[config.mk]
export PLATFORM = sky130hd
export DESIGN_NAME = uart_tx_arbiter
export DESIGN_NICKNAME = d
export VERILOG_FILES = /design/src/rtl/uart_tx_arbiter_pkg.sv /design/src/rtl/uart_tx_arbiter.sv
export SDC_FILE = /design/constraint.sdc
export NUM_CORES = 1
export LEC_CHECK = 0
export CORE_UTILIZATION = 35
export CTS_BUF_LIST = sky130_fd_sc_hd__clkbuf_2
export DETAILED_ROUTE_END_ITERATION = 16
export MAX_ROUTING_LAYER = met4
export PLACE_DENSITY = 0.57
export SLEW_MARGIN = 20
export SYNTH_ARGS = -nofsm -noshare
export SYNTH_HDL_FRONTEND = slang
export SYNTH_SLANG_ARGS = --single-unit
[constraint.sdc]
create_clock -name clk -period 1.95 [get_ports clk]
set_input_delay 0.39 -clock clk [delete_from_list [all_inputs] [get_ports clk]]
set_output_delay 0.39 -clock clk [all_outputs]
set_load 0.02 [all_outputs]
[src/rtl/uart_tx_arbiter_pkg.sv]
// Shared UART constants: arbiter state encoding, default transfer timeout,
// transmitter oversampling, and the two-requester round-robin pick.
package uart_tx_arbiter_pkg;

  localparam logic [1:0] ST_IDLE  = 2'd0;
  localparam logic [1:0] ST_START = 2'd1;
  localparam logic [1:0] ST_WAIT  = 2'd2;

  typedef enum logic [1:0] {
    S_IDLE  = ST_IDLE,
    S_START = ST_START,
    S_WAIT  = ST_WAIT
  } arb_state_e;

  localparam int TIMEOUT_CYCLES_DEF = 200000;

  // Transmitter oversampling: samples per bit and its counter width.
  localparam int TX_OVERSAMPLE = 16;
  localparam int TX_OVS_W      = 4;

  // With both requesters valid the pointer wins; otherwise the only valid one.
  function automatic logic arb_pick(input logic ptr, input logic v0, input logic v1);
    if (v0 && v1) begin
      return ptr;
    end
    return v1;
  endfunction

endpackage

[src/rtl/uart_tx_arbiter.sv]
// Round-robin arbiter feeding bytes from two requesters into one UART
// transmitter, with a watchdog on the transmitter's completion pulse.
module uart_tx_arbiter
  import uart_tx_arbiter_pkg::*;
#(
  parameter int TIMEOUT_CYCLES = TIMEOUT_CYCLES_DEF,
  parameter int TO_W           = 18
) (
  input  logic       clk,
  input  logic       reset,
  input  logic       req0_valid,
  input  logic [7:0] req0_data,
  output logic       req0_ack,
  input  logic       req1_valid,
  input  logic [7:0] req1_data,
  output logic       req1_ack,
  output logic       tx_start,
  output logic [7:0] dout,
  input  logic       tx_done,
  output logic       busy,
  output logic       grant,
  output logic       err_timeout,
  input  logic       err_clear
);

  localparam logic [TO_W-1:0] CNT_LAST = TO_W'(TIMEOUT_CYCLES - 1);

  arb_state_e      state_q, state_d;
  logic            ptr_q, ptr_d;
  logic            grant_q, grant_d;
  logic [7:0]      dout_q, dout_d;
  logic [TO_W-1:0] cnt_q, cnt_d;
  logic            err_q, err_d;
  logic            busy_q, busy_d;
  logic            sel;
  logic            finish;

  always_comb begin
    state_d  = state_q;
    ptr_d    = ptr_q;
    grant_d  = grant_q;
    dout_d   = dout_q;
    cnt_d    = cnt_q;
    err_d    = err_q;
    tx_start = 1'b0;
    req0_ack = 1'b0;
    req1_ack = 1'b0;
    finish   = 1'b0;
    sel      = arb_pick(ptr_q, req0_valid, req1_valid);

    if (err_clear) begin
      err_d = 1'b0;
    end

    case (state_q)
      S_IDLE: begin
        if (req0_valid || req1_valid) begin
          grant_d = sel;
          dout_d  = sel ? req1_data : req0_data;
          state_d = S_START;
        end
      end
      S_START: begin
        tx_start = 1'b1;
        cnt_d    = '0;
        state_d  = S_WAIT;
      end
      S_WAIT: begin
        // A completion on the terminal count is a normal finish, not a timeout.
        if (tx_done) begin
          finish = 1'b1;
        end else if (cnt_q == CNT_LAST) begin
          finish = 1'b1;
          err_d  = 1'b1;
        end else begin
          cnt_d = cnt_q + TO_W'(1);
        end
        if (finish) begin
          req0_ack = ~grant_q;
          req1_ack = grant_q;
          ptr_d    = ~grant_q;
          state_d  = S_IDLE;
        end
      end
      default: state_d = S_IDLE;
    endcase

    busy_d = (state_d != S_IDLE);
  end

  always_ff @(posedge clk or posedge reset) begin
    if (reset) begin
      state_q <= S_IDLE;
      ptr_q   <= 1'b0;
      grant_q <= 1'b0;
      dout_q  <= 8'h00;
      cnt_q   <= '0;
      err_q   <= 1'b0;
      busy_q  <= 1'b0;
    end else begin
      state_q <= state_d;
      ptr_q   <= ptr_d;
      grant_q <= grant_d;
      dout_q  <= dout_d;
      cnt_q   <= cnt_d;
      err_q   <= err_d;
      busy_q  <= busy_d;
    end
  end

  assign busy        = busy_q;
  assign grant       = grant_q;
  assign dout        = dout_q;
  assign err_timeout = err_q;

endmodule

==> results_dict.tcl, run 1 <==
set metrics [dict create \
    avgSynthCellArea_sq_um 10.2 \
    first_pass_iters 4 \
    cts-buffers-inserted 5 \
    cp_top_family "simple AND/OR/NAND/NOR gates" \
    ys_warn_count 0 \
    clock-sinks 32 \
    synthesis.area_sq_um 1550 \
    grt_max_degree 33 \
    synthFlopType "dfrtp_1" \
    synth_edf_count 0 \
    gp_congestion 0.797 \
    yosysSeqAreaShare_pct 51.5 \
    start_util_pct 37.5 \
    instances_no_fill 278 \
    rsz0062_at_grt "yes" \
    clk_pin_slew_worst_paths_ns 0.18 \
    syn2layout_area_growth_pct 47.7 \
    synth_seq_cells 32 \
    cellLeakagePower_nw 1.12 \
    post-synth-top-count-cell "dfrtp_1" \
    p_total_mw 2.22 \
    design_area_sq_um 2290 \
    max_freq_ghz 0.439 \
    vias_per_cell 4.98 \
    clk_path_buf_depth 2 \
    required_ns 1.56 \
    post-dp-hpwl_mm 2.66 \
    outcome "complete, but fails checks" \
    crit_path_start_kind "flop" \
    cts_tree "done" \
    power.density_nw_per_um2 970 \
    ios 36 \
    antenna-diode-count 0 \
    drtIter0Drc 116 \
    endpoint_kind "output port" \
    finalHoldViolations 0 \
    cts-root-buf "clkbuf_2" \
    fin_crit_sh_pct 117 \
    hold_path.class "in -> async" \
    synthCells 152 \
    crit_buf_inv 1 \
    async_flop_share_pct 100 \
    fp.dieW_microns 68.6 \
    track_usage_pct 18.7 \
    antenna_left 0 \
    path_cells "nor4bb_2 > and3_1 > a21oi_2 > nor3b_2 > and2_1 > buf_6" \
    synth_nets 175 \
    synth_cell_type_count 34 \
    io_buffer_count 35 \
    cpPeakStageDelay_ns 0.42 \
    crit_arrival_ns 1.89 \
    core.rowCount 23 \
    grt_pass1_vias 1429 \
    setup_viol 2 \
    ir_drop_mv 0.548 \
    grt_pass1_wl_mm 6.20 \
    ys_top_cells_by_count "dfrtp_1 (32), nor2_1 (16), nand2_1 (13), a21oi_1 (12), nand3_1 (12)" \
    nets 251 \
    core_area_sq_um 4140 \
    fin_crit_ns 2.28 \
    place_area_sq_um 2230 \
    timing.final.ws_setup_ns -0.330 \
    slew_viol_final 0 \
    drive_gt1_share_pct 25.4 \
    fin_util_pct 55.4 \
    dp_cells 270 \
    fin_hold_ws_ns 0.380 \
    die_h_microns 68.6 \
    fin_setup_tns_ns -0.656 \
    slowest_stage "dfrtp_1" \
    cts_hold_buf 0 \
    skew_ns 0.0190 \
    violations "setup timing" \
    wire_per_inst_microns 12.8 \
    maxCapViolCount 0 \
    h-tree-depth 2 \
    vias 1384 \
    clk_latency_ns 0.37 \
    worst_slew_pin_slew_ns 0.404 \
    antenna_found_initial 0 \
    worstSetupPathType "reg -> out" \
    route.detailed.drc 0 \
    crit_fanout 3 \
    pre_cts_slack_ns -0.423 \
    fillers 379 \
    synth_top_cell_by_area "dfrtp_1" \
    grt_overflow 0 \
    routed_wl_mm 3.57 \
    synth.area.top_cells "dfrtp_1 (52%), mux2i_1 (7.1%), a21oi_1 (3.9%), nand3_1 (3.9%), nor2_1 (3.9%)" \
    relSlewSlack_pct 73.1 \
    dieArea_sq_um 4710 \
    synth_top_area_share_pct 51.5 \
]
==> power by group <==
| part | total, mW | switching (mW) | internal, mW |
|---|---|---|---|
| Combinational | 1.00 | 0.522 | 0.482 |
| Sequential | 0.908 | 0.0955 | 0.813 |
| Clock | 0.313 | 0.234 | 0.0791 |
==> final timing paths <==
kind	startpoint	to	slack, ns	cells past startpoint
max in group asynchronous	reset	cnt_q[9]$_DFFE_PP0P_	1.26	3
min in group clk	ptr_q$_DFFE_PP0P_	ptr_q$_DFFE_PP0P_	0.53	1
max reg2reg	state_q[0]$_DFF_PP0_	cnt_q[11]$_DFFE_PP0P_	0.14	6
min reg2reg	ptr_q$_DFFE_PP0P_	ptr_q$_DFFE_PP0P_	0.53	1
min	reset	cnt_q[14]$_DFFE_PP0P_	0.38	3
max	cnt_q[7]$_DFFE_PP0P_	req0_ack	-0.33	6
==> placed cells by master, fill, tap and decap left out, types with 2 or more instances in the layout <==
cell	netlist	layout
clkdlybuf4s50_1	0	31
o21ai_1	3	3
nand2_1	13	13
nor2_1	16	16
buf_6	0	2
xnor2_1	2	2
nor4_4	2	2
a21oi_1	12	11
and3_1	3	3
nand4_1	4	4
o21ai_0	5	5
or3_1	3	3
mux2i_1	11	11
dfrtp_1	32	32
and2_1	2	2
xor2_1	5	5
clkbuf_2	0	5
nand3_1	12	12
inv_1	6	6
buf_4	0	38
==> what timing repair did <==
action | 4_1_cts | 5_1_grt
setup endpoints to repair | 3 | 3
cloned | 0 | 0
pin swaps | 5 | 4
setup buffers | 1 | 0
resized for setup | 14 | 3
==> routing by layer <==
layer	part of all wire (%)	GRT usage (%)	vias up
li1	-	-	686
met1	45	21.5	644
met2	49	31.0	50
met3	5.2	5.10	4
met4	0.98	6.77	0
met5	0	-	-
==> cell type report <==
class                   instances  area [sq um]  area share [%]
clock inverters                 2          12.5           0.545
well taps                      50          62.6            2.73
repair buffers                 73           639            27.9
inverters                       6          22.5           0.981
clock buffers                   5          25.0            1.09
multi-input cells             110           732            31.9
flip-flops and latches         32           801            34.9
==> flip-flops by register name, summed over array words and instances (netlist names) <==
register	flops
grant	1
cnt_q	18
dout	8
ptr_q	1
err_timeout	1
state_q	2
busy	1
==> worst register-to-register path: stages, from the launching register on <==
cell and delay, ns:
dfrtp_1 0.47, or3b_4 0.46, nor4_4 0.33, buf_4 0.19, nand3_1 0.09, nand3_1 0.08, o21ai_1 0.07
==> cells by family after synthesis <==
family                     after synthesis  share of synthesized area, %
muxes                                   12                          7.81
AOI/OAI and AO/OA                       23                          8.05
xor gates and xnor gates                 7                          3.95
buffers and inverters                   10                          2.42
and+or+nand+nor                         67                          25.4
adders and majority gates                1                         0.805
DFF                                     32                          51.5
No activity file was read; power rests on OpenSTA's default activity.
==> inputs of run 2 (changes only) <==
--- a/config.mk
+++ b/config.mk
@@ -5,6 +5,8 @@
 export SDC_FILE = /design/constraint.sdc
 export NUM_CORES = 1
 export LEC_CHECK = 0
+export CAP_MARGIN = 20
+export CORE_ASPECT_RATIO = 2
 export CORE_UTILIZATION = 35
 export CTS_BUF_LIST = sky130_fd_sc_hd__clkbuf_2
 export DETAILED_ROUTE_END_ITERATION = 16
==> run 2 against run 1 <==
  * The flow still finishes with violations (setup timing)
  * Critical path depth stayed put
  * Power grew 9.7%
  * Utilization fell by 0.89 points
  * Combinational power increased by 6%
  * Clock skew increased by 0.018 ns
  * Die area increased by 0.33%
  * Critical endpoint unchanged
==> results_dict.tcl, run 2 (synthesis results as in run 1) <==
set metrics [dict create \
    violations "setup timing" \
    grt_pass1_wl_mm 6.85 \
    vias_per_cell 5.01 \
    rsz0062_at_grt "yes" \
    clock-sinks 32 \
    skew_ns 0.0375 \
    internal_power_mw 1.54 \
    sw_frac_of_total_pct 37.1 \
    slew_viol_final 0 \
    nets 250 \
    seqPwrFrac_pct 37.4 \
    fillers 392 \
    grt_max_degree 33 \
    endpoint_kind "output port" \
    drtIter0Drc 7 \
    finalHoldViolations 0 \
    clk_path_buf_depth 2 \
    antenna_left 0 \
    fp.dieW_microns 49.1 \
    largest-register "cnt_q" \
    clk_latency_ns 0.41 \
    wire_per_inst_microns 14.2 \
    ios 36 \
    timing.rr.start "state_q[0]$_DFF_PP0_" \
    power.density_nw_per_um2 1040 \
    route.detailed.drc 0 \
    routed_wl_mm 4.02 \
    clk_pin_slew_worst_paths_ns 0.20 \
    r2r_cells 5 \
    cts-root-buf "clkbuf_2" \
    maxCapViolCount 0 \
    syn2layout_area_growth_pct 50.6 \
    cts-buffers-inserted 5 \
    setup_viol 2 \
    worstSetupPathType "reg -> out" \
    vias 1413 \
    fin_crit_sh_pct 120 \
    timing.final.ws_setup_ns -0.392 \
    first_pass_iters 4 \
    dieArea_sq_um 4730 \
    core.rowCount 34 \
    final_cell_mix "buf_4 (36), dfrtp_1 (32), clkdlybuf4s50_1 (31)" \
    crit_arrival_ns 1.95 \
    pwr-share-clk_pct 19.1 \
    gp_congestion 0.842 \
    track_usage_pct 20.5 \
    h-tree-depth 2 \
    ir_drop_mv 0.738 \
    cellLeakagePower_nw 1.13 \
    fin_util_pct 54.5 \
    grt_pass1_vias 1509 \
    hold_path.class "in -> async" \
    largest_register_ffs 18 \
    drive_gt1_share_pct 25.9 \
    place_area_sq_um 2220 \
    p_comb_share_pct 43.5 \
    fin_setup_tns_ns -0.778 \
    crit_fanout 3 \
    netSwitchingPower_mw 0.905 \
    final_common_cell "buf_4" \
    start_util_pct 36.2 \
    required_ns 1.56 \
    fin_hold_ws_ns 0.346 \
    relSlewSlack_pct 72.7 \
    cts_tree "done" \
    r2r_end "cnt_q[17]$_DFFE_PP0P_" \
    fin_crit_ns 2.34 \
    crit_path_start_kind "flop" \
    worst_slew_pin_slew_ns 0.410 \
    antenna_found_initial 0 \
    cts_hold_buf 0 \
    outcome "complete, but fails checks" \
    antenna-diode-count 0 \
    post-dp-hpwl_mm 3.07 \
    design_area_sq_um 2340 \
    r2r_slack_ns 0.10 \
    core_area_sq_um 4300 \
    io_buffer_count 35 \
    die_h_microns 96.2 \
    max_freq_ghz 0.427 \
    grt_overflow 0 \
]
-- run 2: area by class of cell --
type / instances / area, sq um / share of cell area [%]
clock buffers: 5 / 25.0 / 1.07
clock inverters: 3 / 42.5 / 1.82
inverters: 6 / 22.5 / 0.962
multi-input cells: 110 / 738 / 31.5
flip-flops and latches: 32 / 801 / 34.2
well taps: 54 / 67.6 / 2.89
repair buffers: 72 / 644 / 27.5
-- run 2: what timing repair did --
item,4_1_cts,5_1_grt
setup endpoints to repair,3,5
cloned,0,0
pin swaps,6,9
setup buffers,2,1
resized for setup,14,5
-- run 2: worst max-delay path: stages, from the launching register on --
cell and delay (ns):
dfrtp_1 0.43, nor4b_2 0.28, and3_1 0.24, a21oi_2 0.07, nor3b_2 0.24, and2_4 0.19, buf_6 0.11
-- run 2: worst max path at each step --
stage	startpoint	end	slack, ns	cells after the start
finish	cnt_q[13]$_DFFE_PP0P_	req0_ack	-0.39	6
CTS	cnt_q[12]$_DFFE_PP0P_	req0_ack	-0.42	6
global placement	cnt_q[9]$_DFFE_PP0P_	req0_ack	-0.44	6
floorplan	cnt_q[0]$_DFFE_PP0P_	req0_ack	0.06	6
detailed placement	cnt_q[9]$_DFFE_PP0P_	req0_ack	-0.48	6
global route	cnt_q[13]$_DFFE_PP0P_	req0_ack	-0.55	6
-- run 2: stage by stage --
step	cells	power, mW	setup slack (ns)
final	282	2.44	-0.392
after global routing	282	2.59	-0.551
after CTS	281	2.44	-0.419
after detailed placement	271	1.98	-0.482
after global placement	271	1.95	-0.439
after floorplan	152	1.44	0.0603
-- run 2: power groups by stage --
stage,Combinational [mW],Clock (mW),Sequential [mW]
after floorplan,0.391,0,1.05
after global placement,1.04,0,0.916
after detailed placement,1.05,0,0.924
after CTS,1.06,0.471,0.913
after global routing,1.15,0.504,0.930
final,1.06,0.466,0.912
-- run 2: layer usage --
metal | GRT usage (%) | vias to the layer above | wire length (microns)
met3 | 4.42 | 6 | 151
met1 | 18.0 | 683 | 1310
met2 | 40.6 | 36 | 2480
met4 | 8.09 | 0 | 68
li1 | - | 688 | -
met5 | - | - | 0
